==> src/rtl/biriscv_branch_update_arb_pkg.sv <==
// biriscv_branch_update_arb_pkg: branch update entry layout and stall margin shared by the arbiter slice
package biriscv_branch_update_arb_pkg;
  localparam int STALL_MARGIN = 4;
  typedef struct packed {
    logic        taken;
    logic [31:0] source;
    logic [31:0] pc;
    logic        is_call;
    logic        is_ret;
    logic        is_jmp;
  } entry_t;
  function automatic entry_t mk_entry(input logic taken, input logic [31:0] source, input logic [31:0] pc,
                                      input logic is_call, input logic is_ret, input logic is_jmp);
    return '{taken, source, pc, is_call, is_ret, is_jmp};
  endfunction
endpackage

==> src/rtl/biriscv_branch_update_arb_if.sv <==
// biriscv_branch_update_arb_if: exec-pipe reports in, predictor update port and status out
interface biriscv_branch_update_arb_if #(parameter int DEPTH = 8);
  logic                   p0_request_i, p0_taken_i, p0_is_call_i, p0_is_ret_i, p0_is_jmp_i;
  logic [31:0]            p0_source_i, p0_pc_i;
  logic                   p1_request_i, p1_taken_i, p1_is_call_i, p1_is_ret_i, p1_is_jmp_i;
  logic [31:0]            p1_source_i, p1_pc_i;
  logic                   upd_ready_i, upd_valid_o, upd_taken_o, upd_is_call_o, upd_is_ret_o, upd_is_jmp_o;
  logic [31:0]            upd_source_o, upd_pc_o;
  logic                   stall_o, overflow_o;
  logic [$clog2(DEPTH):0] level_o;
  modport master (
    output p0_request_i, p0_taken_i, p0_source_i, p0_pc_i, p0_is_call_i, p0_is_ret_i, p0_is_jmp_i,
    output p1_request_i, p1_taken_i, p1_source_i, p1_pc_i, p1_is_call_i, p1_is_ret_i, p1_is_jmp_i,
    output upd_ready_i,
    input  upd_valid_o, upd_taken_o, upd_source_o, upd_pc_o, upd_is_call_o, upd_is_ret_o, upd_is_jmp_o,
    input  stall_o, level_o, overflow_o
  );
  modport slave (
    input  p0_request_i, p0_taken_i, p0_source_i, p0_pc_i, p0_is_call_i, p0_is_ret_i, p0_is_jmp_i,
    input  p1_request_i, p1_taken_i, p1_source_i, p1_pc_i, p1_is_call_i, p1_is_ret_i, p1_is_jmp_i,
    input  upd_ready_i,
    output upd_valid_o, upd_taken_o, upd_source_o, upd_pc_o, upd_is_call_o, upd_is_ret_o, upd_is_jmp_o,
    output stall_o, level_o, overflow_o
  );
endinterface

==> src/rtl/biriscv_branch_update_fifo.sv <==
// biriscv_branch_update_fifo: dual-write single-read entry storage with head/tail pointers and count
module biriscv_branch_update_fifo
  import biriscv_branch_update_arb_pkg::*;
#(
  parameter  int DEPTH = 8,
  localparam int AW    = $clog2(DEPTH)
) (
  input  logic        clk_i,
  input  logic        rst_i,
  input  logic [1:0]  push_i,
  input  entry_t      data0_i,
  input  entry_t      data1_i,
  input  logic        pop_i,
  output entry_t      head_o,
  output logic [AW:0] count_o
);
  entry_t          mem [DEPTH];
  logic [AW-1:0]   head, tail;
  // push_i is the number of entries written: data0 lands at tail, data1 right after it
  always_ff @(posedge clk_i or posedge rst_i)
    if (rst_i) begin
      for (int i = 0; i < DEPTH; i++) mem[i] <= '0;
      head    <= '0;
      tail    <= '0;
      count_o <= '0;
    end else begin
      if (push_i != 2'd0) mem[tail] <= data0_i;
      if (push_i == 2'd2) mem[tail + AW'(1)] <= data1_i;
      tail    <= tail + AW'(push_i);
      head    <= head + AW'(pop_i);
      count_o <= count_o + (AW+1)'(push_i) - (AW+1)'(pop_i);
    end
  assign head_o = mem[head];
endmodule

==> src/rtl/biriscv_branch_update_arb.sv <==
// biriscv_branch_update_arb: merges two exec-pipe branch reports, in program order, into one predictor update port
module biriscv_branch_update_arb
  import biriscv_branch_update_arb_pkg::*;
#(
  parameter  int DEPTH = 8,
  localparam int AW    = $clog2(DEPTH)
) (
  input logic clk_i,
  input logic rst_i,
  biriscv_branch_update_arb_if.slave bus
);
  entry_t      p0_e, p1_e, head;
  logic [AW:0] count, free;
  logic        valid, wr0, wr1, overflow;
  assign p0_e  = mk_entry(bus.p0_taken_i, bus.p0_source_i, bus.p0_pc_i, bus.p0_is_call_i, bus.p0_is_ret_i, bus.p0_is_jmp_i);
  assign p1_e  = mk_entry(bus.p1_taken_i, bus.p1_source_i, bus.p1_pc_i, bus.p1_is_call_i, bus.p1_is_ret_i, bus.p1_is_jmp_i);
  assign valid = count != '0;
  // space comes from the registered count only; a same-cycle pop never makes room
  assign free  = (AW+1)'(DEPTH) - count;
  assign wr0   = bus.p0_request_i && free != '0;
  assign wr1   = bus.p1_request_i && free > {{AW{1'b0}}, wr0};
  biriscv_branch_update_fifo #(.DEPTH(DEPTH)) u_fifo (
    .clk_i   (clk_i),
    .rst_i   (rst_i),
    .push_i  ({wr0 & wr1, wr0 ^ wr1}),
    .data0_i (wr0 ? p0_e : p1_e),
    .data1_i (p1_e),
    .pop_i   (valid && bus.upd_ready_i),
    .head_o  (head),
    .count_o (count)
  );
  always_ff @(posedge clk_i or posedge rst_i)
    if (rst_i) overflow <= 1'b0;
    else if ((bus.p0_request_i && !wr0) || (bus.p1_request_i && !wr1)) overflow <= 1'b1;
  assign bus.upd_valid_o   = valid;
  assign bus.upd_taken_o   = head.taken;
  assign bus.upd_source_o  = head.source;
  assign bus.upd_pc_o      = head.pc;
  assign bus.upd_is_call_o = head.is_call;
  assign bus.upd_is_ret_o  = head.is_ret;
  assign bus.upd_is_jmp_o  = head.is_jmp;
  assign bus.stall_o       = count > (AW+1)'(DEPTH - STALL_MARGIN);
  assign bus.level_o       = count;
  assign bus.overflow_o    = overflow;
endmodule
==> src/flat_wrapper.sv <==
// flat-port wrapper written by rule: the top's interface ports become plain ports
module biriscv_branch_update_arb_flat import biriscv_branch_update_arb_pkg::*;
#(
  parameter  int DEPTH = 8,
  localparam int AW    = $clog2(DEPTH)
)
  (clk_i, rst_i, bus_p0_request_i, bus_p0_taken_i, bus_p0_source_i, bus_p0_pc_i, bus_p0_is_call_i, bus_p0_is_ret_i, bus_p0_is_jmp_i, bus_p1_request_i, bus_p1_taken_i, bus_p1_source_i, bus_p1_pc_i, bus_p1_is_call_i, bus_p1_is_ret_i, bus_p1_is_jmp_i, bus_upd_ready_i, bus_upd_valid_o, bus_upd_taken_o, bus_upd_source_o, bus_upd_pc_o, bus_upd_is_call_o, bus_upd_is_ret_o, bus_upd_is_jmp_o, bus_stall_o, bus_level_o, bus_overflow_o);
  biriscv_branch_update_arb_if #(.DEPTH(DEPTH)) bus_i ();
  input logic clk_i;
  input logic rst_i;
  input wire logic [$bits(bus_i.p0_request_i)-1:0] bus_p0_request_i;
  input wire logic [$bits(bus_i.p0_taken_i)-1:0] bus_p0_taken_i;
  input wire logic [$bits(bus_i.p0_source_i)-1:0] bus_p0_source_i;
  input wire logic [$bits(bus_i.p0_pc_i)-1:0] bus_p0_pc_i;
  input wire logic [$bits(bus_i.p0_is_call_i)-1:0] bus_p0_is_call_i;
  input wire logic [$bits(bus_i.p0_is_ret_i)-1:0] bus_p0_is_ret_i;
  input wire logic [$bits(bus_i.p0_is_jmp_i)-1:0] bus_p0_is_jmp_i;
  input wire logic [$bits(bus_i.p1_request_i)-1:0] bus_p1_request_i;
  input wire logic [$bits(bus_i.p1_taken_i)-1:0] bus_p1_taken_i;
  input wire logic [$bits(bus_i.p1_source_i)-1:0] bus_p1_source_i;
  input wire logic [$bits(bus_i.p1_pc_i)-1:0] bus_p1_pc_i;
  input wire logic [$bits(bus_i.p1_is_call_i)-1:0] bus_p1_is_call_i;
  input wire logic [$bits(bus_i.p1_is_ret_i)-1:0] bus_p1_is_ret_i;
  input wire logic [$bits(bus_i.p1_is_jmp_i)-1:0] bus_p1_is_jmp_i;
  input wire logic [$bits(bus_i.upd_ready_i)-1:0] bus_upd_ready_i;
  output wire logic [$bits(bus_i.upd_valid_o)-1:0] bus_upd_valid_o;
  output wire logic [$bits(bus_i.upd_taken_o)-1:0] bus_upd_taken_o;
  output wire logic [$bits(bus_i.upd_source_o)-1:0] bus_upd_source_o;
  output wire logic [$bits(bus_i.upd_pc_o)-1:0] bus_upd_pc_o;
  output wire logic [$bits(bus_i.upd_is_call_o)-1:0] bus_upd_is_call_o;
  output wire logic [$bits(bus_i.upd_is_ret_o)-1:0] bus_upd_is_ret_o;
  output wire logic [$bits(bus_i.upd_is_jmp_o)-1:0] bus_upd_is_jmp_o;
  output wire logic [$bits(bus_i.stall_o)-1:0] bus_stall_o;
  output wire logic [$bits(bus_i.level_o)-1:0] bus_level_o;
  output wire logic [$bits(bus_i.overflow_o)-1:0] bus_overflow_o;
  assign bus_i.p0_request_i = bus_p0_request_i;
  assign bus_i.p0_taken_i = bus_p0_taken_i;
  assign bus_i.p0_source_i = bus_p0_source_i;
  assign bus_i.p0_pc_i = bus_p0_pc_i;
  assign bus_i.p0_is_call_i = bus_p0_is_call_i;
  assign bus_i.p0_is_ret_i = bus_p0_is_ret_i;
  assign bus_i.p0_is_jmp_i = bus_p0_is_jmp_i;
  assign bus_i.p1_request_i = bus_p1_request_i;
  assign bus_i.p1_taken_i = bus_p1_taken_i;
  assign bus_i.p1_source_i = bus_p1_source_i;
  assign bus_i.p1_pc_i = bus_p1_pc_i;
  assign bus_i.p1_is_call_i = bus_p1_is_call_i;
  assign bus_i.p1_is_ret_i = bus_p1_is_ret_i;
  assign bus_i.p1_is_jmp_i = bus_p1_is_jmp_i;
  assign bus_i.upd_ready_i = bus_upd_ready_i;
  assign bus_upd_valid_o = bus_i.upd_valid_o;
  assign bus_upd_taken_o = bus_i.upd_taken_o;
  assign bus_upd_source_o = bus_i.upd_source_o;
  assign bus_upd_pc_o = bus_i.upd_pc_o;
  assign bus_upd_is_call_o = bus_i.upd_is_call_o;
  assign bus_upd_is_ret_o = bus_i.upd_is_ret_o;
  assign bus_upd_is_jmp_o = bus_i.upd_is_jmp_o;
  assign bus_stall_o = bus_i.stall_o;
  assign bus_level_o = bus_i.level_o;
  assign bus_overflow_o = bus_i.overflow_o;
  biriscv_branch_update_arb #(.DEPTH(DEPTH)) u_core (.clk_i(clk_i), .rst_i(rst_i), .bus(bus_i));
endmodule
==> config.mk <==
export PLATFORM = sky130hd
export DESIGN_NAME = biriscv_branch_update_arb_flat
export DESIGN_NICKNAME = d
export VERILOG_FILES = /design/src/rtl/biriscv_branch_update_arb_pkg.sv /design/src/rtl/biriscv_branch_update_arb_if.sv /design/src/rtl/biriscv_branch_update_fifo.sv /design/src/rtl/biriscv_branch_update_arb.sv /design/src/flat_wrapper.sv
export SDC_FILE = /design/constraint.sdc
export NUM_CORES = 2
export LEC_CHECK = 0
export BUFFER_PORTS_ARGS = -buffer_cell sky130_fd_sc_hd__buf_2
export CAP_MARGIN = 20
export CELL_PAD_IN_SITES_DETAIL_PLACEMENT = 1
export CELL_PAD_IN_SITES_GLOBAL_PLACEMENT = 1
export CORE_MARGIN = 3
export CORE_UTILIZATION = 43
export DETAILED_ROUTE_END_ITERATION = 7
export GPL_ROUTABILITY_DRIVEN = 1
export PLACE_DENSITY_LB_ADDON = 0.1
export REMOVE_ABC_BUFFERS = 1
export SETUP_SLACK_MARGIN = 0.4
export SYNTH_ARGS = -nofsm -noshare
export SYNTH_HDL_FRONTEND = slang
export SYNTH_HIERARCHICAL = 1
export SYNTH_SLANG_ARGS = --single-unit
==> constraint.sdc <==
create_clock -name clk_i -period 18.1 [get_ports clk_i]
set_input_delay 3.62 -clock clk_i [delete_from_list [all_inputs] [get_ports clk_i]]
set_output_delay 3.62 -clock clk_i [all_outputs]
set_load 0.005 [all_outputs]
==> out/results.ini <==
[grt]
grt_usage_pct = 35.31
grt_pass1_wl_um = 225000
grt_max_degree = 175
antenna_found_initial = 13
grt_overflow_total = 0
grt_pass1_vias = 36320

[die]
core_sq_um = 77720
start_util_pct = 43.62
io_pins = 216
dieArea_sq_um = 82240
die_w_um = 286.8
die_y_um = 286.8
core.rowCount = 102

[synth]
yosysSeqAreaShare_pct = 40.97
async_reset_ff_share_pct = 100.0
ys_ff_latch = 555
synth_edf_count = 0
synth.most_common_cell = dfrtp_1
synth_cell_type_count = 48
yosys-top-cells-area = dfrtp_1 41%, a31oi_1 10%, mux4_2 9.0%, nor3_1 8.0%, o21ai_0 6.9%
yosysTopAreaCell = dfrtp_1
synth_top_area_share_pct = 40.97
avgSynthCellArea_sq_um = 8.891
dominantRegCellSynth = dfrtp_1
syn-cell-area_sq_um = 33900
syn_inst = 3813
ys.warnings.count = 6
synth_common_cells = 555 x dfrtp_1, 548 x nand2_1, 544 x a31oi_1, 544 x nor3_1, 465 x o21ai_0

[setup_path]
cp_data_arrival_time_ps = 8860
cpMaxStageDelayCell = buf_4
cpLargestDelayFamily = buffers and inverters
start_kind = primary input
path_common_cell = buf_4
crit_required_ps = 18640
reg2reg_depth = 15
r2r_setup_slack_ps = 12090
critPathMaxFanout = 76
r2r-start = u_core/u_fifo/count_o[0]
cp_cell_sequence = buf_2 -> nand2_1 -> a2bb2oi_4 -> buf_4 -> inv_1 -> ha_1 -> nor2_1 -> o31a_1 -> ha_1 -> o21ai_4 -> buf_4 -> buf_4 -> o21ai_0 -> a31oi_1
path_buf_inv = 5
critPathMaxStageDelay_ps = 840
crit_path_start = bus_p0_request_i
crit_type = in2reg
crit_path_end = u_core/u_fifo/mem[71]
endpoint_kind = register
rr_endpoint = u_core/u_fifo/mem[71]
worst-path-stages = 14

[clocking]
cts_tree = built
postCtsSetupRepairBufs = 0
hold_buffers = 0
clk_path_buf_depth = 3
clkSlewWorstSetupHoldPaths_ps = 60
numCtsBuffers = 70
htreeDepth = 3
cts_sinks = 555
post_cts_resized = 0
clock-root-buffer = clkbuf_16
worstSkewPairLatency_ps = 620

[timing]
slew_headroom_pct = 18.30
min_period_ps = 8326
setup_violations = 0
fmax_ghz = 0.1201
whs_ps = 524.2
slew_viol_final = 0
finalCritPeriodShare_pct = 46.00
worstMarginPinSlew_ps = 1226
skew_ps = 23.09
hold_viol_final = 0
rsz0062_at_grt = no

[pwr]
swShare_pct = 48.61
p_seq_share_pct = 27.4
combPwrFrac_pct = 56.0
vdd_drop_max_mv = 0.3769
power.total_mw = 8.331
p_int_mw = 4.281
pwr-share-clk_pct = 16.6
power_leakage_nw = 14.53
powerDensity_nw_per_um2 = 224.3
switching_power_mw = 4.050

[route]
drt-met1-wl_um = 58990
drt_first_pass_iters = 5
vias = 33160
vias_per_cell = 7.010
routed.top_layer = met5
wirelength_um = 147400
drtIter0Drc = 3120
drcViolationCount = 0
ant_nets = 0
wl_per_cell_um = 31.15
wl_met2_um = 70310
wl_met3_um = 12350

[cells_and_area]
fillers = 8854
instances_no_fill = 4731
synthToLayoutAreaGrowth_pct = 9.585
drive_gt1_share_pct = 18.42
multiInputGateArea_sq_um = 18010
regArea_sq_um = 13910
fin_nets = 3793

[place]
dp.cells = 4604
gp_congestion = 0.7845
numPortBuffers = 215
hpwl_um = 74360

[job]
max_cap_viol_count = 0

[worst_hold_path]
hp-class = reg2reg

[run_status]
status = completed

-- worst min-delay path by stage --
stage	startpoint	end	slack [ps]	cells after the start
floorplan	u_core/bus.overflow_o	u_core/bus.overflow_o	470	1
global placement	u_core/bus.overflow_o	u_core/bus.overflow_o	460	1
detailed placement	u_core/bus.overflow_o	u_core/bus.overflow_o	500	1
CTS	u_core/bus.overflow_o	u_core/bus.overflow_o	530	1
global route	u_core/bus.overflow_o	u_core/bus.overflow_o	530	1
finish	u_core/bus.overflow_o	u_core/bus.overflow_o	520	1
-- power groups by stage --
stage	clock network (mW)	logic [mW]	registers, mW
after global routing	1.45	4.94	2.35
after floorplan	0	2.77	2.27
final	1.38	4.67	2.28
after CTS	1.40	4.58	2.27
after global placement	0	4.41	2.24
after detailed placement	0	4.56	2.28
-- cell families after synthesis --
kind of cell	synth area share (%)
flip-flops	40.97
multiplexers	13.68
buffers and inverters	6.463
XOR/XNOR	0.2030
AND/OR/NAND/NOR	20.63
adder cells (fa/ha/maj)	0.5979
AO/OA/AOI/OAI	17.46
-- state kept, by name, summed over array words and instances, names as in the netlist --
name and count:
u_core/u_fifo/head 3, u_core/u_fifo/mem 544, u_core/u_fifo/tail 3, u_core/u_fifo/count_o 4, u_core/bus.overflow_o 1
-- worst reg2reg max path: cells and delay by family, from the launching register on --
kind                       cells  cell delay [ps]
and+or+nand+nor                2              160
DFF                            1              460
adders and majority gates      3             1120
buffers and inverters          5             2510
AOI/OAI and AO/OA              5             1680
-- per-layer routing --
metal	vias up	global-route usage (%)
li1	13700	-
met4	6	15.36
met2	1762	58.30
met5	-	0
met3	420	6.455
met1	17280	45.55
-- layout by cell type (no fill, tap or decap), drive strengths merged, types with 4 or more instances in the layout --
cell	count
dfrtp	555
or2	4
and3b	136
a31oi	544
nor3b	68
buf	275
xnor2	5
nand3	68
nand2	548
ha	13
diode	10
nor3	546
clkbuf	107
inv	21
nand2b	5
clkinv	7
o21ai	478
mux4	136
mux2	136
-- metrics by stage --
stage | utilization (%) | instance area [sq um] | setup WS [ps] | setup TNS (ps)
6_report | 47.80 | 37150 | 9774 | 0
5_1_grt | 47.78 | 37130 | 9691 | 0
4_1_cts | 47.73 | 37100 | 9952 | 0
3_5_place_dp | 44.93 | 34920 | 9334 | 0
3_3_place_gp | 44.93 | 34920 | 9474 | 0
2_1_floorplan | - | 31780 | -1365 | -647050
-- layout make-up --
type                       count  area share (%)
tap                         1040           3.503
antenna                       10         0.06736
clock buffer                 107           5.695
inverter                      19          0.2122
sequential                   555           37.44
timing repair buffer         275           4.432
multi-input combinational   2716           48.48
clock inverter                 9          0.1718
No activity file was read; power rests on OpenSTA's default activity.
